**src/rtl/alu_sequencer.sv**
```systemverilog
// Request/response wrapper around the combinational gate-level ALU: registers operands, waits a
// fixed settle window, then captures the ALU outputs. Define ALU_CHECK_EN to add the result checker.
module alu_sequencer #(
  parameter int WIDTH         = 32,
  parameter int SETTLE_CYCLES = 64,
  parameter int CNT_W         = 7
) (
  input  logic             clk,
  input  logic             rst_n,
  input  logic             req_valid,
  output logic             req_ready,
  input  logic [WIDTH-1:0] req_a,
  input  logic [WIDTH-1:0] req_b,
  input  logic [2:0]       req_cmd,
  output logic [WIDTH-1:0] alu_a,
  output logic [WIDTH-1:0] alu_b,
  output logic [2:0]       alu_cmd,
  input  logic [WIDTH-1:0] alu_result,
  input  logic             alu_carryout,
  input  logic             alu_zero,
  input  logic             alu_overflow,
  output logic             rsp_valid,
  input  logic             rsp_ready,
  output logic [WIDTH-1:0] rsp_result,
  output logic             rsp_carryout,
  output logic             rsp_zero,
  output logic             rsp_overflow,
  output logic             rsp_mismatch,
  output logic             busy
);

  typedef enum logic [1:0] {
    IDLE   = 2'd0,
    SETTLE = 2'd1,
    RESP   = 2'd2
  } state_t;

  state_t           state, state_nxt;
  logic [CNT_W-1:0] cnt;
  logic             accept, capture, rsp_done;

  always_ff @(posedge clk or negedge rst_n) begin
    if (!rst_n) state <= IDLE;
    else        state <= state_nxt;
  end

  always_comb begin
    state_nxt = state;
    accept    = 1'b0;
    capture   = 1'b0;
    rsp_done  = 1'b0;
    case (state)
      IDLE: begin
        if (req_valid) begin
          accept    = 1'b1;
          state_nxt = SETTLE;
        end
      end
      SETTLE: begin
        if (cnt == CNT_W'(1)) begin
          capture   = 1'b1;
          state_nxt = RESP;
        end
      end
      RESP: begin
        if (rsp_ready) begin
          rsp_done  = 1'b1;
          state_nxt = IDLE;
        end
      end
      default: state_nxt = IDLE;
    endcase
  end

  assign req_ready = (state == IDLE);
  assign busy      = (state != IDLE);

  always_ff @(posedge clk or negedge rst_n) begin
    if (!rst_n)              cnt <= '0;
    else if (accept)         cnt <= CNT_W'(SETTLE_CYCLES);
    else if (state == SETTLE) cnt <= cnt - CNT_W'(1);
  end

  // ALU inputs only move on accept so the gate network never sees spurious toggles.
  always_ff @(posedge clk or negedge rst_n) begin
    if (!rst_n) begin
      alu_a   <= '0;
      alu_b   <= '0;
      alu_cmd <= '0;
    end else if (accept) begin
      alu_a   <= req_a;
      alu_b   <= req_b;
      alu_cmd <= req_cmd;
    end
  end

  always_ff @(posedge clk or negedge rst_n) begin
    if (!rst_n) begin
      rsp_valid    <= 1'b0;
      rsp_result   <= '0;
      rsp_carryout <= 1'b0;
      rsp_zero     <= 1'b0;
      rsp_overflow <= 1'b0;
    end else if (capture) begin
      rsp_valid    <= 1'b1;
      rsp_result   <= alu_result;
      rsp_carryout <= alu_carryout;
      rsp_zero     <= alu_zero;
      rsp_overflow <= alu_overflow;
    end else if (rsp_done) begin
      rsp_valid    <= 1'b0;
    end
  end

`ifdef ALU_CHECK_EN
  // Returns {overflow, zero, carryout, result} for the ALU's command set.
  function automatic logic [WIDTH+2:0] alu_model(input logic [WIDTH-1:0] a,
                                                 input logic [WIDTH-1:0] b,
                                                 input logic [2:0]       cmd);
    logic signed [WIDTH-1:0] sa, sb;
    logic [WIDTH:0]          sum;
    logic [WIDTH-1:0]        res;
    logic                    co, ov, zr;
    sa  = $signed(a);
    sb  = $signed(b);
    sum = '0;
    res = '0;
    co  = 1'b0;
    ov  = 1'b0;
    zr  = 1'b0;
    case (cmd)
      3'd0: begin
        sum = {1'b0, a} + {1'b0, b};
        res = sum[WIDTH-1:0];
        co  = sum[WIDTH];
        ov  = (a[WIDTH-1] == b[WIDTH-1]) && (res[WIDTH-1] != a[WIDTH-1]);
        zr  = (res == '0);
      end
      3'd1: begin
        sum = {1'b0, a} + {1'b0, ~b} + {{WIDTH{1'b0}}, 1'b1};
        res = sum[WIDTH-1:0];
        co  = sum[WIDTH];
        ov  = (a[WIDTH-1] != b[WIDTH-1]) && (res[WIDTH-1] != a[WIDTH-1]);
        zr  = (res == '0);
      end
      3'd2:    res = a ^ b;
      3'd3:    res = {{(WIDTH-1){1'b0}}, (sa < sb)};
      3'd4:    res = a & b;
      3'd5:    res = ~(a & b);
      3'd6:    res = ~(a | b);
      default: res = a | b;
    endcase
    return {ov, zr, co, res};
  endfunction

  always_ff @(posedge clk or negedge rst_n) begin
    if (!rst_n)
      rsp_mismatch <= 1'b0;
    else if (capture)
      rsp_mismatch <= (alu_model(alu_a, alu_b, alu_cmd) !=
                       {alu_overflow, alu_zero, alu_carryout, alu_result});
    else if (rsp_done)
      rsp_mismatch <= 1'b0;
  end
`else
  assign rsp_mismatch = 1'b0;
`endif

endmodule

```
**config.mk**
```make
export PLATFORM = sky130hd
export DESIGN_NAME = alu_sequencer
export DESIGN_NICKNAME = d
export VERILOG_FILES = /design/src/rtl/alu_sequencer.sv
export SDC_FILE = /design/constraint.sdc
export NUM_CORES = 1
export LEC_CHECK = 0
export ABC_CLOCK_PERIOD_IN_PS = 1350
export BUFFER_PORTS_ARGS = -buffer_cell sky130_fd_sc_hd__buf_2
export CORE_ASPECT_RATIO = 1.75
export CORE_MARGIN = 2
export CORE_UTILIZATION = 42
export CTS_CLUSTER_DIAMETER = 80
export DETAILED_ROUTE_END_ITERATION = 6
export PLACE_DENSITY = 0.88
export SYNTH_ARGS = -nofsm -noshare
export SYNTH_HDL_FRONTEND = slang
export SYNTH_SLANG_ARGS = --single-unit
```
**constraint.sdc**
```tcl
create_clock -name clk -period 1.35 [get_ports clk]
set_input_delay 0.135 -clock clk [delete_from_list [all_inputs] [get_ports clk]]
set_output_delay 0.135 -clock clk [all_outputs]
set_load 0.05 [all_outputs]
```
==> run_results.csv <==
group,metric,value,unit
cts,path_clk_slew,0.08,ns
cts,clkLatencyLatePin,0.34,ns
global_route,grt_overflow,0,
route,met2_length,8210,um
yosys,netlist_area,4450,sq um
placed_design,io_buffers,210,
route,remaining_drc_errors,0,
power_and_ir_drop,p_comb_share,56.5,%
die,die_w,81.8,um
die,start_util,43.2,%
hold_path,hp-class,"input port to flip-flop",
global_route,grt_pass1_wl,21000,um
sta,fin_crit_sh,112,%
power_and_ir_drop,vdd_drop_max,1.89,mV
route,antenna_left,0,
die,die_h,140,um
route,routed_wl,14700,um
worst_setup_path,crit_path_max_fanout,9,
sta,finalHoldViolCount,0,
placed_design,gp_congestion,0.843,
die,pin_count,212,
worst_setup_path,r2r_cells,4,
power_and_ir_drop,power_frac_clock,13.6,%
yosys,postSynthCellCount,407,
hold_path,whs_endpoint,"rsp_result[18]$_DFFE_PN0P_",
route,routedWlPerCell,17.4,um
worst_setup_path,path_class,"flip-flop to flip-flop",
die,rows,49,
yosys,ys_seq_area_share,63.0,%
worst_setup_path,rrSetupSlack,-0.16,ns
cts,clockBufferDepth,2,
route,highest_layer,"met4",
route,wl_met3,818,um
hold_path,hold_start,"alu_result[18]",
power_and_ir_drop,intPower,9730,uW
sta,fin_skew,0.0148,ns
route,met1_length,4930,um
cts,root_buffer,"clkbuf_16",
cts,numCtsBuffers,9,
global_route,grt_max_degree,43,
worst_setup_path,crit_required,1.57,ns
sta,layout_min_cycle_time,1.51,ns
power_and_ir_drop,power_frac_seq,29.9,%
layout,syn_to_final_growth,63.1,%
power_and_ir_drop,power_leakage,0.00392,uW
worst_setup_path,worst_setup_path_end_kind,"flip-flop",
yosys,syn_nets,515,
layout,fin_nets,821,
power_and_ir_drop,power,20000,uW
worst_setup_path,rr_startpoint,"state[1]$_DFFE_PN0P_",
die,core,10300,sq um
global_route,grtUsageTotal,24.1,%
power_and_ir_drop,power.switching,10300,uW
yosys,yosys_warnings,0,
sta,fmax,662,MHz
worst_setup_path,start_kind,"flip-flop",
run_status,violations,"setup timing",
yosys,syn_area_per_cell,10.9,sq um
yosys,yosysUniqueCellTypes,29,
worst_setup_path,r2r-end,"cnt[4]$_DFFE_PN0P_",
route,detail_route.first_pass.iterations,4,
cts,cts_tree,"yes",
layout,drive_gt1_share,47.8,%
cts,cts.sink_count,112,
cts,cts_htree_levels,3,
route,vias,4168,
route,drtIter0Drc,151,
die,die_area,11500,sq um
yosys,synth-seq-cells,112,
placed_design,dpl_worst_slack,-0.170,ns
power_and_ir_drop,sw_frac_of_total,51.4,%
hold_path,holdPathStages,2,
global_route,grt_pass1_vias,4547,
sta,finalWorstSetupSlack,-0.160,ns
run_status,status,"finished, violations left",
route,viasPerCell,4.92,
sta,setup_viol,111,
placed_design,dpl.hpwl,8330,um
global_route,grt_antenna_before_repair,1,
sta,maxSlewViolCount,0,
job,drv_cap,0,
power_and_ir_drop,p_per_area,2760,nW/um^2
sta,rsz0062_at_grt,"yes",
worst_setup_path,arrival,1.73,ns
==> power groups by stage <==
stage | Combinational, uW | Sequential [uW] | Clock, uW
2_1_floorplan | 2270 | 11100 | 0
3_3_place_gp | 10000 | 5820 | 0
3_5_place_dp | 10300 | 5900 | 0
4_1_cts | 10800 | 5870 | 2800
5_1_grt | 11800 | 6130 | 2930
6_report | 11300 | 5970 | 2730
==> cells in the mapped netlist <==
master / instances / area share, %
and3_1: 1 / 0.14
nand3b_1: 1 / 0.17
and2b_1: 1 / 0.17
nor3b_2: 1 / 0.28
dfrtp_1: 112 / 63
mux2_2: 7 / 1.8
buf_6: 3 / 0.76
nand4_4: 1 / 0.48
o21ai_0: 4 / 0.45
mux2i_1: 3 / 0.68
nand4_1: 1 / 0.14
o311ai_0: 1 / 0.20
nand3_1: 3 / 0.34
o41ai_1: 1 / 0.20
conb_1: 1 / 0.084
inv_1: 5 / 0.42
or3b_1: 1 / 0.20
nand2_1: 204 / 17
nor4_1: 1 / 0.14
ha_1: 2 / 0.56
nor3b_1: 1 / 0.17
nor2_1: 3 / 0.25
nand2b_1: 1 / 0.14
nor3_4: 1 / 0.37
buf_4: 1 / 0.17
buf_2: 11 / 1.2
o31ai_1: 2 / 0.34
clkbuf_1: 5 / 0.42
mux2_4: 28 / 9.5
==> metrics by stage <==
stage,setup TNS [ns],instance area (sq um),utilization [%],instances,hold slack [ns]
3_3_place_gp,-8.58,5820,56.5,748,0.0874
3_5_place_dp,-14.01,5820,56.5,748,0.0924
5_1_grt,-14.55,7250,70.4,846,0.0124
4_1_cts,-4.52,7010,68.0,840,0.00571
2_1_floorplan,-5.33,4470,-,407,-0.161
6_report,-10.64,7250,70.4,848,0.0208
==> layer usage <==
metal  global-route usage [%]  up-vias
li1                         -     1893
met1                     23.5     2005
met2                     43.9      212
met3                     4.70       58
met4                     15.2        0
met5                        0        -
==> how the worst max path moves through the flow <==
stage	startpoint	slack, ns	to	cells after the start
after floorplan	state[1]$_DFFE_PN0P_	-0.12	rsp_result[10]$_DFFE_PN0P_	4
after global placement	state[1]$_DFFE_PN0P_	-0.1	alu_b[19]$_DFFE_PN0P_	4
after detailed placement	state[1]$_DFFE_PN0P_	-0.17	alu_cmd[1]$_DFFE_PN0P_	4
after CTS	cnt[4]$_DFFE_PN0P_	-0.14	rsp_result[5]$_DFFE_PN0P_	4
after global routing	state[1]$_DFFE_PN0P_	-0.19	cnt[4]$_DFFE_PN0P_	4
final	state[1]$_DFFE_PN0P_	-0.16	cnt[4]$_DFFE_PN0P_	4
==> critical path, stage by stage (launching register included) <==
cell      delay [ns]
dfrtp_2         0.45
or3b_4          0.54
buf_6           0.19
o311ai_4        0.09
o41ai_2         0.12
==> layout by cell type, fill, tap and decap left out, drive strengths merged <==
cell and instances:
nand3 3, clkbuf 13, dfrtp 112, nand2 204, mux2 35, o311ai 1
nand3b 1, nand2b 1, and3 1, conb 1, ha 2, diode 3
bufinv 1, nor2 3, buf 242, clkinv 1, mux2i 3, nor4 1
nor3b 2, dlygate4sd3 69, nand4 2, nor3 1, o31ai 2, or3b 1
o21ai 4, and2b 1, o41ai 1, inv 9, clkinvlp 1
==> layout make-up <==
type / instances / area, sq um
diodes: 3 / 7.51
clock buffers: 9 / 225
clock inverters: 7 / 86.3
fillers: 719 / 3050
inverters: 5 / 21.3
multi-input cells: 270 / 1700
flip-flops and latches: 112 / 2800
well taps: 127 / 159
repair buffers: 315 / 2250
==> logic make-up (layout without fill, tap and decap cells) <==
group / count (synthesis) / in the layout / share of synthesized area [%]
compound gates: 8 / 8 / 1.18
buf+inv: 25 / 336 / 3.01
flops: 112 / 112 / 63.0
simple gates: 221 / 221 / 20.2
fa+ha+maj: 2 / 2 / 0.563
mux: 38 / 38 / 11.9
other cells: 1 / 4 / 0.0844
==> registers in the layout, indices dropped and copies added, names as in the netlist <==
name / flops
rsp_overflow: 1
rsp_carryout: 1
rsp_valid: 1
state: 2
rsp_result: 32
cnt: 7
rsp_zero: 1
alu_a: 32
alu_cmd: 3
alu_b: 32
==> repair_timing <==
item	in CTS	in global routing
buffers inserted	5	1
hold endpoints to repair	95	0
endpoints found under the setup margin	108	112
pin swaps	5	8
hold buffers	69	0
gates resized for setup	26	46
cloned	2	5
(Power assumes the default switching activity.)
